==> config.mk <==
export PLATFORM = sky130hd
export DESIGN_NAME = arbiter_multiplexer_n_to_1
export DESIGN_NICKNAME = d
export VERILOG_FILES = /design/src/rtl/arbiter_multiplexer_n_to_1.sv
export SDC_FILE = /design/constraint.sdc
export NUM_CORES = 1
export LEC_CHECK = 0
export ABC_CLOCK_PERIOD_IN_PS = 2200
export CAP_MARGIN = 25
export CORE_UTILIZATION = 36
export CTS_BUF_LIST = sky130_fd_sc_hd__clkbuf_8
export DETAILED_ROUTE_END_ITERATION = 6
export GPL_ROUTABILITY_DRIVEN = 0
export MAX_ROUTING_LAYER = met4
export PLACE_DENSITY = 0.79
export SYNTH_ARGS = -nofsm -noshare
export SYNTH_HDL_FRONTEND = slang
export SYNTH_SLANG_ARGS = --single-unit
==> constraint.sdc <==
create_clock -name clk -period 2.2 [get_ports clk]
set_input_delay 0.66 -clock clk [delete_from_list [all_inputs] [get_ports clk]]
set_output_delay 0.66 -clock clk [all_outputs]
set_load 0.02 [all_outputs]
==> src/rtl/arbiter_multiplexer_n_to_1.sv <==
// Registered N-to-1 multiplexer with per-channel valid/ready handshake and arbitration.
// Define ARBITER_MULTIPLEXER_ROUND_ROBIN_EN for round-robin; otherwise fixed priority (lowest index wins).
module arbiter_multiplexer_n_to_1 #(
    parameter int N_BITS = 32,
    parameter int N_CH   = 4
) (
    input  logic                    clk,
    input  logic                    reset,
    input  logic [N_CH-1:0]         valid_i,
    input  logic [N_CH*N_BITS-1:0]  data_i,
    output logic [N_CH-1:0]         ready_o,
    output logic                    valid_o,
    output logic [N_BITS-1:0]       data_o,
    output logic [$clog2(N_CH)-1:0] grant_o,
    input  logic                    ready_i
);

    localparam int SEL_BITS = $clog2(N_CH);

    typedef enum logic {
        ST_EMPTY = 1'b0,
        ST_FULL  = 1'b1
    } state_e;

    state_e              state_q, state_d;
    logic [N_BITS-1:0]   data_q, data_d;
    logic [SEL_BITS-1:0] grant_q, grant_d;

    logic                load;
    logic                any_req;
    logic [SEL_BITS-1:0] sel;
    logic [N_BITS-1:0]   ch_word [N_CH];

    always_comb begin
        for (int k = 0; k < N_CH; k++) begin
            ch_word[k] = data_i[k*N_BITS +: N_BITS];
        end
    end

`ifdef ARBITER_MULTIPLEXER_ROUND_ROBIN_EN
    logic [SEL_BITS-1:0] ptr_q, ptr_d;

    // Scan from farthest to nearest so the channel closest to ptr is assigned last and wins.
    always_comb begin
        logic [SEL_BITS:0] idx;
        sel     = '0;
        any_req = 1'b0;
        for (int i = N_CH - 1; i >= 0; i--) begin
            idx = {1'b0, ptr_q} + (SEL_BITS+1)'(i);
            if (idx >= (SEL_BITS+1)'(N_CH)) begin
                idx = idx - (SEL_BITS+1)'(N_CH);
            end
            if (valid_i[idx[SEL_BITS-1:0]]) begin
                sel     = idx[SEL_BITS-1:0];
                any_req = 1'b1;
            end
        end
    end

    always_comb begin
        ptr_d = ptr_q;
        if (reset && load && any_req) begin
            ptr_d = (sel == SEL_BITS'(N_CH - 1)) ? '0 : sel + 1'b1;
        end
    end

    always_ff @(posedge clk or negedge reset) begin
        if (!reset) begin
            ptr_q <= '0;
        end else begin
            ptr_q <= ptr_d;
        end
    end
`else
    always_comb begin
        sel     = '0;
        any_req = 1'b0;
        for (int i = N_CH - 1; i >= 0; i--) begin
            if (valid_i[i]) begin
                sel     = SEL_BITS'(i);
                any_req = 1'b1;
            end
        end
    end
`endif

    assign load = (state_q == ST_EMPTY) || ready_i;

    // NOTE: every output of this block gets a default first, so no path leaves one unassigned (no latch).
    always_comb begin
        ready_o = '0;
        state_d = state_q;
        data_d  = data_q;
        grant_d = grant_q;
        // Gating with reset keeps ready_o low while the block is held in reset.
        if (reset && load) begin
            if (any_req) begin
                ready_o[sel] = 1'b1;
                state_d      = ST_FULL;
                data_d       = ch_word[sel];
                grant_d      = sel;
            end else begin
                state_d = ST_EMPTY;
            end
        end
    end

    // NOTE: state registers use non-blocking assignment so all of them update together on the edge.
    always_ff @(posedge clk or negedge reset) begin
        if (!reset) begin
            state_q <= ST_EMPTY;
            data_q  <= '0;
            grant_q <= '0;
        end else begin
            state_q <= state_d;
            data_q  <= data_d;
            grant_q <= grant_d;
        end
    end

    assign valid_o = (state_q == ST_FULL);
    assign data_o  = data_q;
    assign grant_o = grant_q;

    a_ready_onehot: assert property (@(posedge clk) disable iff (!reset) $onehot0(ready_o));
    a_ready_valid:  assert property (@(posedge clk) disable iff (!reset) (ready_o & ~valid_i) == '0);

endmodule
== Word-level counts from Yosys, hierarchy flattened ==
Cells that the tools add are included.

* Register bits after elaboration: 35
* Input port bits: 135
* Output and inout port bits: 39
* Word-level logic and storage cells: 28

* $lt $le $gt $ge: 3
* Muxes and demuxes: 16
* Bitwise gates (word level): 2
* Reductions and logical operators: 4

{| class="wikitable"
|+ Operator list
! kind !! number
|-
| binary-select mux 32 bit (select 2 bit) || 1
|-
| two-way mux 32 bit || 2
|-
| two-way mux 2 bit || 4
|-
| two-way mux 4 bit || 2
|-
| two-way mux 1 bit || 6
|-
| >= comparator 3 bit, second input constant || 1
|-
| less-than comparator 2 x 3 -> 1 bit, second input constant || 1
|-
| inverter 2 -> 3 bit || 1
|-
| demux 1 bit (select 2 bit) || 1
|-
| >= comparator 2 x 1 -> 1 bit, second input constant || 1
|-
| logical AND 1 bit || 2
|-
| AND reduction 2 bit || 1
|-
| logical OR 1 bit || 1
|-
| inverter 1 bit || 1
|}

== Longest topological paths before layout ==
* Depth in word-level cells: 10
* Gate-level depth with buffers: 7
* Mapped depth without buffers: 3

== Worst setup path after synthesis ==
OpenSTA, ideal clock, no wires.

* Path kind: input to output
* Start: in valid_i[2]
* End: out ready_o[2]
* Arrival: 1,939 ps
* Required time: 1,540 ps
* Slack: -399 ps
* Stages on the path: 3
* Path buffers: 2
* Cell sequence: clkbuf_1 > buf_1 > nor4b_1

* Longest elaborated chain between the ends: 9
* Elaborated cells on any way between the ends: 13
* Those cells by class: order compare: 2; mux: 10; reduce/logical: 1

{| class="wikitable"
|+ RTL lines
! what !! line !! RTL
|-
| start, declared || 9 || <nowiki>input logic [N_CH-1:0] valid_i,</nowiki>
|-
| two-way mux 2 bit (3 in a row) || 79 || <nowiki>if (valid_i[i]) begin</nowiki>
|-
| less-than comparator 2 x 3 -> 1 bit (implied by the code) or >= comparator 2 x 1 -> 1 bit (tied branches) || 98 || <nowiki>ready_o[sel] = 1'b1;</nowiki>
|-
| logical AND 1 bit (implied by the code) || 98 ||
|-
| two-way mux 1 bit (implied by the code) || 98 ||
|-
| demux 1 bit (select 2 bit) || 98 ||
|-
| two-way mux 4 bit (*) || 97 || <nowiki>if (any_req) begin</nowiki>
|-
| two-way mux 4 bit (*) || 96 || <nowiki>if (reset && load) begin</nowiki>
|-
| end, declared || 11 || <nowiki>output logic [N_CH-1:0] ready_o,</nowiki>
|}

Mark *: on every way between the ends. The rest lies on a longest branch, timed or not.

== Final worst setup path ==
* Start: in ready_i
* End: out ready_o[3]

* Longest elaborated chain between the ends: 3

{| class="wikitable"
|+ RTL lines
! what !! line !! RTL
|-
| start, declared || 15 || <nowiki>input logic ready_i</nowiki>
|-
| logical OR 1 bit || 87 || <nowiki>assign load = (state_q == ST_EMPTY) || ready_i;</nowiki>
|-
| logical AND 1 bit || 96 ||
|-
| two-way mux 4 bit || 96 ||
|}

Every way passes these cells.

==> out/results.txt <==
Cts repair resizes -> 26
Net count of the mapped netlist -> 525
Crit path required time -> 1.54 ns
Area of the placeable core -> 8220 µm²
DIE AREA -> 8880 µm²
Highest fanout seen on the critical path -> 3
Setup repair after global routing missed its margin -> no
DR vias -> 3613
First-pass GRT wire length -> 16.8 mm
Crit path max-delay cell type -> sky130_fd_sc_hd__and4b_2
Post-CTS setup buffers -> 0
Count of synthesis-stage warnings from yosys -> 0
Level count of the clock H-tree -> 2
Die Ht -> 94.2 µm
Filler Cell Count -> 735
Worst Path Arrival -> 1.49 ns
Transition time at the pin with the least slew margin -> 0.811 ns
Number of buffers added on ports -> 173
Final Hold Violating Endpoints -> 0
Sort of element at the start of the critical path -> input port
Placed instance count -> 648
Clock tree from TritonCTS -> done
Proportion of synthesized chip area in sequential cells -> 28.6%
DP Worst Slack -> -0.756 ns
Worst setup path startpoint -> ready_i
Cell Count, Final, Fillers Out -> 657
Number of vias per cell -> 5.50
Via count of the first global-routing pass -> 3441
Root Buffer -> sky130_fd_sc_hd__clkbuf_8
Final WL -> 10.7 mm
Delay of the slowest cell on the worst path -> 0.21 ns
Number of maximum-capacitance violations -> 0
Critical path endpoint category -> primary output
Total global routing track utilization -> 24.8%
Final slew viol count -> 0
Part of the cycle the worst path needs -> 97.7%
Distinct cell type count after synthesis -> 29
Final routed wire length divided by cell count -> 16.3 µm
Drt first pass iters -> 5
Area fraction of the dominant cell type after synthesis -> 28.6%
Placement row count -> 33
Growth of design area from synthesis to finish -> 66.2%
Clock sink count -> 35
Clock slew at reported path FFs -> 0.07 ns
Cell Pwr Density -> 504 nW/µm²
Headroom to the max-slew limit -> 45.9%
Leading area contributor after synthesis -> sky130_fd_sc_hd__dfrtp_1
CTS Buffer Depth -> 2
Top area cells in the synthesized netlist -> sky130_fd_sc_hd__dfrtp_1, sky130_fd_sc_hd__a31oi_1, sky130_fd_sc_hd__and3b_1, sky130_fd_sc_hd__a22o_1, sky130_fd_sc_hd__nand3b_1
Pin count of the biggest net entering global routing -> 94
Worst clock skew -> 0.00342 ns
Post-synthesis instance total -> 390
Run status -> complete, no violations
Total standard cell area after synthesis -> 3060 µm²
Largest voltage drop on the vdd net -> 0.201 mV
Final-stage net count -> 685
Peak Freq -> 465 MHz
Avg Synthesized Cell Area -> 7.85 µm²
Worst setup margin -> 0.0495 ns
RR Endpoint -> data_o[29]
Crit path to -> ready_o[3]
Share of layout cells above drive strength 1 -> 9.62%
Sequence of cells on the critical path -> clkdlybuf4s15_1, nand2b_4, and2_4, and4b_2, buf_6
Number of hold-repair buffers added at the cts stage -> 0
Worst Path Class, Setup -> input port to primary output
Number of antenna violations at the first check in global routing -> 1
Shortest clock period the worst path allows after layout -> 2.15 ns
Clock latency of the later-clocked register in the worst-skew pair -> 0.28 ns
Detailed Route Iter0 Violations -> 105
Final setup fails -> 0
Leakage -> 2.16 nW
Die span in x -> 94.2 µm
R2R setup slack -> 0.45 ns
Cts bufs inserted -> 5
Worst min-delay path category -> input port to asynchronous set/reset pin
Starting density of the core -> 37.3%
Logic depth of the worst register-to-register path -> 6
I/O pin cnt -> 174
Half-perimeter wire length after placement -> 7.79 mm
Sum of overflow across all layers after global routing -> 0
Number of storage elements in the synthesis netlist -> 35
RR Startpoint -> valid_o
Post-DRT Antenna Nets -> 0
Drt drc -> 0
[cell type report]
| class | count | area (µm²) | share of cell area (%) |
|---|---|---|---|
| Antenna cell | 1 | 2.50 | 0.0492 |
| Multi-Input combinational cell | 273 | 1890 | 37.1 |
| Clock inverter | 1 | 3.75 | 0.0738 |
| Inverter | 33 | 124 | 2.43 |
| Clock buffer | 7 | 96.3 | 1.89 |
| Tap cell | 105 | 131 | 2.58 |
| Sequential cell | 35 | 876 | 17.2 |
| Timing Repair Buffer | 202 | 1970 | 38.7 |
[synth_stat cells]
library cell,count
sky130_fd_sc_hd__or4_1,1
sky130_fd_sc_hd__nand3_1,1
sky130_fd_sc_hd__a2bb2oi_1,1
sky130_fd_sc_hd__and3_4,1
sky130_fd_sc_hd__o221a_2,1
sky130_fd_sc_hd__nor3_1,1
sky130_fd_sc_hd__buf_6,5
sky130_fd_sc_hd__a21oi_1,31
sky130_fd_sc_hd__o21ai_0,33
sky130_fd_sc_hd__and4b_1,1
sky130_fd_sc_hd__nor3b_1,1
sky130_fd_sc_hd__and3b_1,32
sky130_fd_sc_hd__nand2b_1,1
sky130_fd_sc_hd__a22o_1,31
sky130_fd_sc_hd__buf_1,2
sky130_fd_sc_hd__a31oi_1,64
sky130_fd_sc_hd__nand3b_1,32
sky130_fd_sc_hd__nor2_1,3
sky130_fd_sc_hd__nor2b_1,31
sky130_fd_sc_hd__clkbuf_1,41
sky130_fd_sc_hd__clkbuf_2,1
sky130_fd_sc_hd__dfrtp_1,35
sky130_fd_sc_hd__inv_1,33
sky130_fd_sc_hd__nor4b_1,1
sky130_fd_sc_hd__o211ai_1,1
sky130_fd_sc_hd__a21o_1,1
sky130_fd_sc_hd__nand2_1,1
sky130_fd_sc_hd__a41oi_1,1
sky130_fd_sc_hd__and2_1,2
[per-stage QoR]
stage	power, mW	cell area (µm²)	hold WS (ns)	utilization [%]	TNS, ns
floorplan	1.41	3100	0.364	-	-0.0190
global placement	2.04	4980	0.505	60.6	-12.49
detailed placement	2.07	4980	0.504	60.6	-14.68
CTS	2.59	5080	0.436	61.9	0
global route	2.71	5090	0.478	61.9	0
finish	2.56	5090	0.444	61.9	0
[kinds of logic after synthesis]
family / Yosys count / synth area share (%)
AOI/OAI and AO/OA: 164 / 33.8
and+or+nand+nor: 109 / 26.2
buffers and inverters: 82 / 11.3
DFF: 35 / 28.6
[where the power goes]
group | switching, mW | internal (mW)
clock | 0.226 | 0.281
combinational | 0.553 | 0.665
sequential | 0.0684 | 0.768
[how the worst min path moves through the flow]
stage / start / to / slack [ns]
floorplan: reset / data_o[0] / 0.36
global route: reset / data_o[8] / 0.48
global placement: grant_o[1] / grant_o[1] / 0.50
detailed placement: grant_o[1] / grant_o[1] / 0.50
finish: reset / valid_o / 0.44
CTS: reset / data_o[8] / 0.44
[critical path, delay by kind of cell]
kind	cells	cell delay (ns)
buf+inv	2	0.31
simple gates	3	0.52
[layout by cell type, fill, tap and decap left out, drive strengths merged, types with 2 or more instances in the layout]
cell type	Yosys	routed
a21oi	31	31
a22o	31	31
a31oi	64	64
and2	2	2
and3b	32	32
buf	7	37
clkbuf	42	7
clkdlybuf4s50	0	163
dfrtp	35	35
inv	33	34
nand3b	32	32
nor2	3	3
nor2b	31	31
o21ai	33	33
[per-layer routing]
metal | part of all wire, % | wire, µm | vias up | GRT usage (%)
met5 | 0 | 0 | - | -
met2 | 51 | 5410 | 133 | 42.5
met3 | 5.9 | 635 | 4 | 3.16
met1 | 43 | 4600 | 1719 | 31.1
li1 | - | - | 1757 | -
met4 | 0.61 | 65 | 0 | 5.00
[flip-flops by register name (all words and copies together) (netlist names)]
name and cells:
valid_o 1, grant_o 2, data_o 32
Power figures use the tool's default switching activity.
